[src/rtl/sccb_resp_pkg.sv]
// Shared types and constants for the SCCB register responder: FSM states,
// read-only/ID register addresses and the COM7 soft-reset control.
package sccb_resp_pkg;

   typedef enum logic [3:0] {
      ST_IDLE,
      ST_DEV,
      ST_DEV_ACK,
      ST_SUB,
      ST_SUB_ACK,
      ST_WDATA,
      ST_WDATA_ACK,
      ST_RDATA,
      ST_RD_NA,
      ST_IGNORE
   } state_e;

   localparam logic [7:0] ADDR_PID  = 8'h0A;
   localparam logic [7:0] ADDR_VER  = 8'h0B;
   localparam logic [7:0] ADDR_MIDH = 8'h1C;
   localparam logic [7:0] ADDR_MIDL = 8'h1D;
   localparam logic [7:0] ADDR_COM7 = 8'h12;
   localparam int         SOFT_RST_BIT = 7;

   function automatic logic is_ro(input logic [7:0] addr);
      return (addr == ADDR_PID) || (addr == ADDR_VER) ||
             (addr == ADDR_MIDH) || (addr == ADDR_MIDL);
   endfunction

endpackage

[src/rtl/sccb_pin_sync.sv]
// Two-flop synchronizer for SCL/SDA plus registered edge and START/STOP detection.
// All event pulses arrive 3 clk cycles after the pin edge; sda_o is aligned with them.
module sccb_pin_sync (
   input  logic clk_i,
   input  logic rst_ni,
   input  logic scl_i,
   input  logic sda_i,
   output logic scl_rise_o,
   output logic scl_fall_o,
   output logic start_o,
   output logic stop_o,
   output logic sda_o
);

   logic [1:0] scl_sync_q, sda_sync_q;
   logic       scl_dly_q, sda_dly_q;
   logic       scl_rise_q, scl_fall_q, start_q, stop_q;

   // Reset to the idle-bus level so release never looks like a bus event
   always_ff @(posedge clk_i) begin
      if (!rst_ni) begin
         scl_sync_q <= 2'b11;
         sda_sync_q <= 2'b11;
         scl_dly_q  <= 1'b1;
         sda_dly_q  <= 1'b1;
         scl_rise_q <= 1'b0;
         scl_fall_q <= 1'b0;
         start_q    <= 1'b0;
         stop_q     <= 1'b0;
      end else begin
         scl_sync_q <= {scl_sync_q[0], scl_i};
         sda_sync_q <= {sda_sync_q[0], sda_i};
         scl_dly_q  <= scl_sync_q[1];
         sda_dly_q  <= sda_sync_q[1];
         scl_rise_q <= scl_sync_q[1] & ~scl_dly_q;
         scl_fall_q <= ~scl_sync_q[1] & scl_dly_q;
         start_q    <= scl_sync_q[1] & scl_dly_q & sda_dly_q & ~sda_sync_q[1];
         stop_q     <= scl_sync_q[1] & scl_dly_q & ~sda_dly_q & sda_sync_q[1];
      end
   end

   assign scl_rise_o = scl_rise_q;
   assign scl_fall_o = scl_fall_q;
   assign start_o    = start_q;
   assign stop_o     = stop_q;
   assign sda_o      = sda_dly_q;

endmodule

[src/rtl/sccb_reg_responder.sv]
// SCCB responder standing in for the OV7670 register file (256x8, four read-only ID regs).
// Define SCCB_RESP_AUTOINC_EN to advance the pointer after each written or ACKed read byte.
module sccb_reg_responder
   import sccb_resp_pkg::*;
#(
   parameter logic [7:0] DEV_ID   = 8'h42,
   parameter logic [7:0] PID_VAL  = 8'h76,
   parameter logic [7:0] VER_VAL  = 8'h73,
   parameter logic [7:0] MIDH_VAL = 8'h7F,
   parameter logic [7:0] MIDL_VAL = 8'hA2
) (
   input  logic       iCLK,
   input  logic       iRST_N,
   input  logic       iSCL,
   input  logic       iSDA,
   output logic       oSDA_OE,
   output logic       oWR_STB,
   output logic [7:0] oWR_ADDR,
   output logic [7:0] oWR_DATA,
   output logic       oBUSY
);

`ifdef SCCB_RESP_AUTOINC_EN
   localparam logic AUTOINC = 1'b1;
`else
   localparam logic AUTOINC = 1'b0;
`endif

   logic       scl_rise, scl_fall, start, stop, sda;
   state_e     state_q;
   logic [3:0] cnt_q;
   logic [7:0] shift_q, tx_q, ptr_q;
   logic       rw_q, nack_q;
   logic       sda_oe_q, wr_stb_q, busy_q;
   logic [7:0] wr_addr_q, wr_data_q;
   logic [7:0] regs_q [256];
   logic [7:0] ptr_d, rd_byte;
   logic       soft_rst;

   sccb_pin_sync u_pin_sync (
      .clk_i      (iCLK),
      .rst_ni     (iRST_N),
      .scl_i      (iSCL),
      .sda_i      (iSDA),
      .scl_rise_o (scl_rise),
      .scl_fall_o (scl_fall),
      .start_o    (start),
      .stop_o     (stop),
      .sda_o      (sda)
   );

   function automatic logic [7:0] init_val(input logic [7:0] addr);
      case (addr)
         ADDR_PID:  init_val = PID_VAL;
         ADDR_VER:  init_val = VER_VAL;
         ADDR_MIDH: init_val = MIDH_VAL;
         ADDR_MIDL: init_val = MIDL_VAL;
         default:   init_val = 8'h00;
      endcase
   endfunction

   assign ptr_d    = AUTOINC ? ptr_q + 8'd1 : ptr_q;
   // On a master ACK the next byte comes from the advanced pointer
   assign rd_byte  = (state_q == ST_RD_NA) ? regs_q[ptr_d] : regs_q[ptr_q];
   assign soft_rst = wr_stb_q && (wr_addr_q == ADDR_COM7) && wr_data_q[SOFT_RST_BIT];

   always_ff @(posedge iCLK) begin
      if (!iRST_N || soft_rst) begin
         for (int i = 0; i < 256; i++) regs_q[i] <= init_val(8'(i));
      end else if (wr_stb_q && !is_ro(wr_addr_q)) begin
         regs_q[wr_addr_q] <= wr_data_q;
      end
   end

   always_ff @(posedge iCLK) begin
      if (!iRST_N) begin
         state_q   <= ST_IDLE;
         cnt_q     <= 4'd0;
         shift_q   <= 8'h00;
         tx_q      <= 8'h00;
         ptr_q     <= 8'h00;
         rw_q      <= 1'b0;
         nack_q    <= 1'b1;
         sda_oe_q  <= 1'b0;
         wr_stb_q  <= 1'b0;
         wr_addr_q <= 8'h00;
         wr_data_q <= 8'h00;
         busy_q    <= 1'b0;
      end else begin
         wr_stb_q <= 1'b0;
         if (start) begin
            state_q  <= ST_DEV;
            cnt_q    <= 4'd0;
            sda_oe_q <= 1'b0;
            busy_q   <= 1'b1;
         end else if (stop) begin
            state_q  <= ST_IDLE;
            sda_oe_q <= 1'b0;
            busy_q   <= 1'b0;
         end else if (scl_rise) begin
            case (state_q)
               ST_DEV, ST_SUB, ST_WDATA, ST_RDATA: begin
                  shift_q <= {shift_q[6:0], sda};
                  cnt_q   <= cnt_q + 4'd1;
               end
               ST_RD_NA: nack_q <= sda;
               default: ;
            endcase
         end else if (scl_fall) begin
            case (state_q)
               ST_DEV: if (cnt_q == 4'd8) begin
                  rw_q <= shift_q[0];
                  if (shift_q[7:1] == DEV_ID[7:1]) begin
                     state_q  <= ST_DEV_ACK;
                     sda_oe_q <= 1'b1;
                  end else begin
                     state_q <= ST_IGNORE;
                  end
               end
               ST_DEV_ACK: begin
                  cnt_q <= 4'd0;
                  if (rw_q) begin
                     state_q  <= ST_RDATA;
                     tx_q     <= {rd_byte[6:0], 1'b0};
                     sda_oe_q <= ~rd_byte[7];
                  end else begin
                     state_q  <= ST_SUB;
                     sda_oe_q <= 1'b0;
                  end
               end
               ST_SUB: if (cnt_q == 4'd8) begin
                  ptr_q    <= shift_q;
                  sda_oe_q <= 1'b1;
                  state_q  <= ST_SUB_ACK;
               end
               ST_SUB_ACK, ST_WDATA_ACK: begin
                  sda_oe_q <= 1'b0;
                  cnt_q    <= 4'd0;
                  state_q  <= ST_WDATA;
               end
               ST_WDATA: if (cnt_q == 4'd8) begin
                  sda_oe_q  <= 1'b1;
                  wr_stb_q  <= 1'b1;
                  wr_addr_q <= ptr_q;
                  wr_data_q <= shift_q;
                  ptr_q     <= ptr_d;
                  state_q   <= ST_WDATA_ACK;
               end
               ST_RDATA: begin
                  if (cnt_q == 4'd8) begin
                     sda_oe_q <= 1'b0;
                     state_q  <= ST_RD_NA;
                  end else begin
                     sda_oe_q <= ~tx_q[7];
                     tx_q     <= {tx_q[6:0], 1'b0};
                  end
               end
               ST_RD_NA: begin
                  cnt_q <= 4'd0;
                  if (nack_q) begin
                     state_q <= ST_IGNORE;
                  end else begin
                     ptr_q    <= ptr_d;
                     tx_q     <= {rd_byte[6:0], 1'b0};
                     sda_oe_q <= ~rd_byte[7];
                     state_q  <= ST_RDATA;
                  end
               end
               default: ;
            endcase
         end
      end
   end

   assign oSDA_OE  = sda_oe_q;
   assign oWR_STB  = wr_stb_q;
   assign oWR_ADDR = wr_addr_q;
   assign oWR_DATA = wr_data_q;
   assign oBUSY    = busy_q;

endmodule
[config.mk]
export PLATFORM = sky130hd
export DESIGN_NAME = sccb_reg_responder
export DESIGN_NICKNAME = d
export VERILOG_FILES = /design/src/rtl/sccb_resp_pkg.sv /design/src/rtl/sccb_pin_sync.sv /design/src/rtl/sccb_reg_responder.sv
export SDC_FILE = /design/constraint.sdc
export NUM_CORES = 2
export LEC_CHECK = 0
export ABC_AREA = 1
export BUFFER_PORTS_ARGS = -buffer_cell sky130_fd_sc_hd__buf_2
export CAP_MARGIN = 5
export CORE_MARGIN = 1
export CORE_UTILIZATION = 33
export CTS_BUF_LIST = sky130_fd_sc_hd__clkbuf_2
export DETAILED_ROUTE_END_ITERATION = 6
export PLACE_DENSITY = 0.5
export SETUP_SLACK_MARGIN = 0.05
export SYNTH_ARGS = -nofsm -noshare
export SYNTH_HDL_FRONTEND = slang
export SYNTH_SLANG_ARGS = --single-unit
[constraint.sdc]
create_clock -name iCLK -period 3.7 [get_ports iCLK]
set_input_delay 0 -clock iCLK [delete_from_list [all_inputs] [get_ports iCLK]]
set_output_delay 0 -clock iCLK [all_outputs]
set_load 0.05 [all_outputs]
# Word level (Yosys, flattened, before mapping)
# Memories as Yosys holds them, arrays and structs flattened. A register that Yosys moved wholly into a read port is not among the register bits.
# Cells that the tools add are included.
# totals
mem_count,1
ramBits,2048
output_inout_bits,19
ff_bits,63
input_bits,4
# mem_list
memory,words,word_bits,rd,rd_ports_with_merged_regs,write_ports,line,text
regs_q,256,8,1,1,256,sccb_reg_responder.sv:36,logic [7:0] regs_q [256];
# op_classes
n_addsub,1
reduce_logical,35
n_eq_ne,30
n_bitwise,19
n_mux,45
# op_table
op,n
8-bit two-way mux,12
4-bit two-way mux,10
4-bit one-hot mux with 7 select lines,1
"8-bit by 5-bit == test with 1-bit output, second input constant",3
8-bit one-hot mux with 3 select lines,1
7-bit AND reduction,3
1-bit two-way mux,19
"2-bit inequality test, second input constant",9
6-bit AND reduction,3
"4-bit by 3-bit == test with 1-bit output, second input constant",4
"8-bit by 4-bit == test with 1-bit output, second input constant",2
"4-bit by 2-bit inequality test with 1-bit output, second input constant",4
1-bit inverter,12
4-bit AND reduction,3
9-bit nonzero test,1
"4-bit by 2-bit == test with 1-bit output, second input constant",2
"4-bit == test, second input constant",2
8-bit AND reduction,1
4-bit OR reduction,2
8-bit OR reduction,1
1-bit AND,7
"7-bit by 6-bit == test with 1-bit output, second input constant",1
7-bit nonzero test,1
1-bit one-hot mux with 6 select lines,1
14 further kinds,25

# Logic depth before layout (Yosys ltp)
# depth
depth_word,11
mapped_depth,16

# Hierarchy
# A second synthesis with hierarchy kept.
# unflattened
cells_unflattened,9786
hier_area_um2,94693.3
# by_module_without_submodules
mod,cells_each,n_inst,seq_area_each_um2,area_per_inst_um2
sccb_reg_responder,9754,1,62700.1,94400.5
sccb_pin_sync,32,1,200.2,292.8

# Least setup slack after synthesis
# Ideal clock, no wire load.
# synth_timing
path_type,register to register
startpoint,"reg wr_addr_q[1], in the netlist oWR_ADDR[1]"
endpoint,mem regs_q[129][0] (enable)
slack_ns,0.613
arrival_ns,2.785
path_buffers,3
period_less_slack_ns,3.087
required_time_ns,3.398
path_stages_with_launch,15
setup_time_ns,0.302
path_cell_list,dfxtp_1 -> buf_2 -> inv_2 -> nor2_1 -> nand2_1 -> nor2_1 -> a31oi_4 -> inv_2 -> nor2_2 -> inv_4 -> buf_6 -> nor2_1 -> buf_4 -> nand2_1 -> nand2_1
# synth_lines
element,line,text
start: declaration,sccb_reg_responder.sv:35,"logic [7:0] wr_addr_q, wr_data_q;"
start signal: assignment,sccb_reg_responder.sv:144,wr_addr_q <= ptr_q;
end: declaration,sccb_reg_responder.sv:36,

==> out/qor.yml <==
status:
  status: "finished, violations left"
  violations: "DRC"
critical_path:
  critPathRequiredTime_ns: 4.99
  criticalPathCategory: "reg -> reg"
  r2r-end: "regs_q[4][1]"
  reg2reg_from: "oWR_ADDR[2]"
  arrival_ns: 4.75
  cp_max_fo: 9
  rr_worst_depth: 10
  critPathLaunchType: "flop"
  cp-end-kind: "flop"
  ff2ff_setup_slack_ns: 0.24
timing:
  timing.hold.ws_ns: 0.3990
  relSlewSlack_pct: 17.47
  final.min_clock_period_ns: 3.465
  tightest_slew_ns: 1.234
  rsz0062_at_grt: "no"
  setup_tns_ns: 0
  setup_violations: 0
  hold_viol: 0
  clock.fmax_mhz: 288.6
  skew_ns: 0.1125
  maxSlewViolCount: 0
  min_period_over_period_pct: 93.64
grt:
  grt_max_degree: 137
  gr-total-overflow: 0
  met2_usage_pct: 35.06
  grt.total_usage_pct: 21.50
  grt_pass1_wl_um: 462400
  met3_usage_pct: 3.943
  grt_pass1_vias: 71804
  grt_busiest_layer: "met2"
  antenna_found_initial: 11
  use_met1_pct: 28.65
placed_design:
  place_congestion: 0.8871
  dpl.hpwl_um: 192500
  portBuffers: 22
  placed_cell_area_mm2: 0.09952
clock_network:
  clk_pin_slew_ns: 0.11
  cts_htree_levels: 6
  numCtsBuffers: 556
  clk_latency_ns: 1.71
  root_buffer: "clkbuf_2"
  cts_tree: "yes"
  clk_path_buf_depth: 4
  numClockSinks: 2118
synthesis:
  synth_area_leaders: "edfxtp_1 (65%), nand3_1 (10%), nand2_1 (10%)"
  synth_xor_area_share_pct: 0.01849
  synth_compound_area_share_pct: 1.091
  ys_types: 36
  yosysTopAreaCellShare_pct: 64.92
  yosys_warnings: 0
  synthSimpleGateAreaFrac_pct: 29.16
  netlist_area_mm2: 0.09474
  syn_avg_cell_area_um2: 9.679
  synthCells: 9788
  synthMuxAreaShare_pct: 0
  synth.yosys.seq_area_share_pct: 66.40
  synth_top_family_by_area: "simple AND/OR/NAND/NOR gates"
  synth_largest_area_cell: "edfxtp_1"
  synth-adder-area-share_pct: 0.02641
  ys_ff_latch: 2118
layout:
  postLayoutCoreUtil_pct: 36.70
  final_cell_area_mm2: 0.1047
  drive_gt1_share_pct: 11.28
  final_common_cell: "nand2_1"
  syn_to_final_growth_pct: 10.47
  nets: 9907
  final_cell_mix: "nand2_1 (2513), nor2_1 (2141), edfxtp_1 (2048)"
detailed_routing:
  drtIter0Drc: 7369
  post-route-drc-count: 3
  num_vias: 73155
  routed_wl_um: 317100
  antenna_left: 0
  wire_per_inst_um: 22.62
  vias_per_cell: 5.218
  dr.pass1.iters: 7
die:
  die_area_mm2: 0.2892
  coreArea_mm2: 0.2852
  rows: 196
  start_util_pct: 33.22
  io_pins: 23
  die_x_um: 537.8
  die_h_um: 537.8
power:
  power_density_mw_per_mm2: 433.9
  static-leakage-power_nw: 36.12
  power_mw: 45.41
  peakVddDrop_uv: 194.9
worst_hold_path:
  hold_start: "u_pin_sync.scl_sync_q[0]"
  hold-path-endpoint: "u_pin_sync.scl_sync_q[1]"
  hold_class: "reg -> reg"
  hold_depth: 1
job:
  cap_viol_max_count: 0
cell families (layout without fill, tap and decap cells):
logic type,count (synthesis),in the layout
flops,2118,2118
other cells,2,38
xor+xnor,2,2
fa+ha+maj,2,2
simple gates,6653,6653
buf+inv,818,1251
compound gates,193,193
critical path, stage by stage, from the launching register on:
cell and delay, ns:
dfxtp_1 0.46, nor2_1 0.13, nand2_1 0.18, nor2_1 0.11, a31oi_4 0.19, inv_2 0.07, nor2_2 0.17, inv_4 0.12
nor2_4 0.63, nand2_1 0.52, nand2_1 0.48
area by class of cell:
type | count | area, µm²
diodes | 5 | 12.51
clock buffers | 787 | 3939
clock inverters | 122 | 852.1
fillers | 29047 | 180500
inverters | 77 | 376.6
multi-input cells | 6883 | 28910
flip-flops and latches | 2118 | 62920
well taps | 3762 | 4707
repair buffers | 265 | 2944
worst max path at each step:
| stage | start | to |
|---|---|---|
| 2_1_floorplan | oWR_ADDR[1] | regs_q[129][0] |
| 3_3_place_gp | oWR_ADDR[2] | regs_q[208][2] |
| 3_5_place_dp | oWR_ADDR[2] | regs_q[96][0] |
| 4_1_cts | oWR_ADDR[2] | regs_q[214][2] |
| 5_1_grt | oWR_ADDR[2] | regs_q[4][1] |
| 6_report | oWR_ADDR[2] | regs_q[4][1] |
sequential cells by signal, summed over array words and instances (netlist names), named ones only:
register	flops
regs_q	2048
nack_q	1
oWR_ADDR	8
u_pin_sync.scl_fall_o	1
rw_q	1
u_pin_sync.scl_rise_o	1
shift_q	8
oBUSY	1
state_q	4
cnt_q	4
oSDA_OE	1
u_pin_sync.scl_sync_q	2
u_pin_sync.scl_dly_q	1
oWR_STB	1
u_pin_sync.start_o	1
ptr_d	8
oWR_DATA	8
u_pin_sync.sda_o	1
tx_q	7
u_pin_sync.sda_sync_q	2
u_pin_sync.stop_o	1
power by group:
group | switching [mW] | internal [mW]
Combinational | 0.987 | 0.334
Clock | 9.86 | 6.53
Sequential | 0.362 | 27.3
synthesized netlist by cell type (all sizes together):
| cell type | instances |
|---|---|
| and2 | 1 |
| nand4 | 4 |
| dfxtp | 70 |
| ha | 2 |
| xor2 | 1 |
| buf | 80 |
| a21oi | 54 |
| o211ai | 1 |
| a31oi | 3 |
| o22ai | 30 |
| nand3 | 1942 |
| o21ai | 102 |
| nor4 | 11 |
| clkbuf | 661 |
| nor2 | 2149 |
| xnor2 | 1 |
| or2 | 5 |
| edfxtp | 2048 |
| nand2 | 2533 |
| conb | 2 |
| a211oi | 2 |
| clkinv | 1 |
| a311oi | 1 |
| inv | 76 |
| nor3 | 8 |
metal layers:
layer  vias to the layer above  routed length, µm
met4                         2              10130
met3                       560              24770
li1                      33666                  -
met1                     35874             133300
met5                         -                 13
met2                      3053             148900
through the flow:
step	std cells	worst slack (ns)
floorplan	9819	0.6133
global placement	13080	0.09188
detailed placement	13080	0.09163
CTS	14005	0.05917
global route	14019	0.1058
finish	14019	0.2352
timing repair:
item,CTS,global route
setup endpoints to repair,32,103
hold buffers,12,0
pin swaps,2,3
gates resized for setup,0,1
gates cloned,0,0
setup buffers,4,9
endpoints found under the hold margin,4133,0
Note: power is estimated with default switching activity, not from simulation.
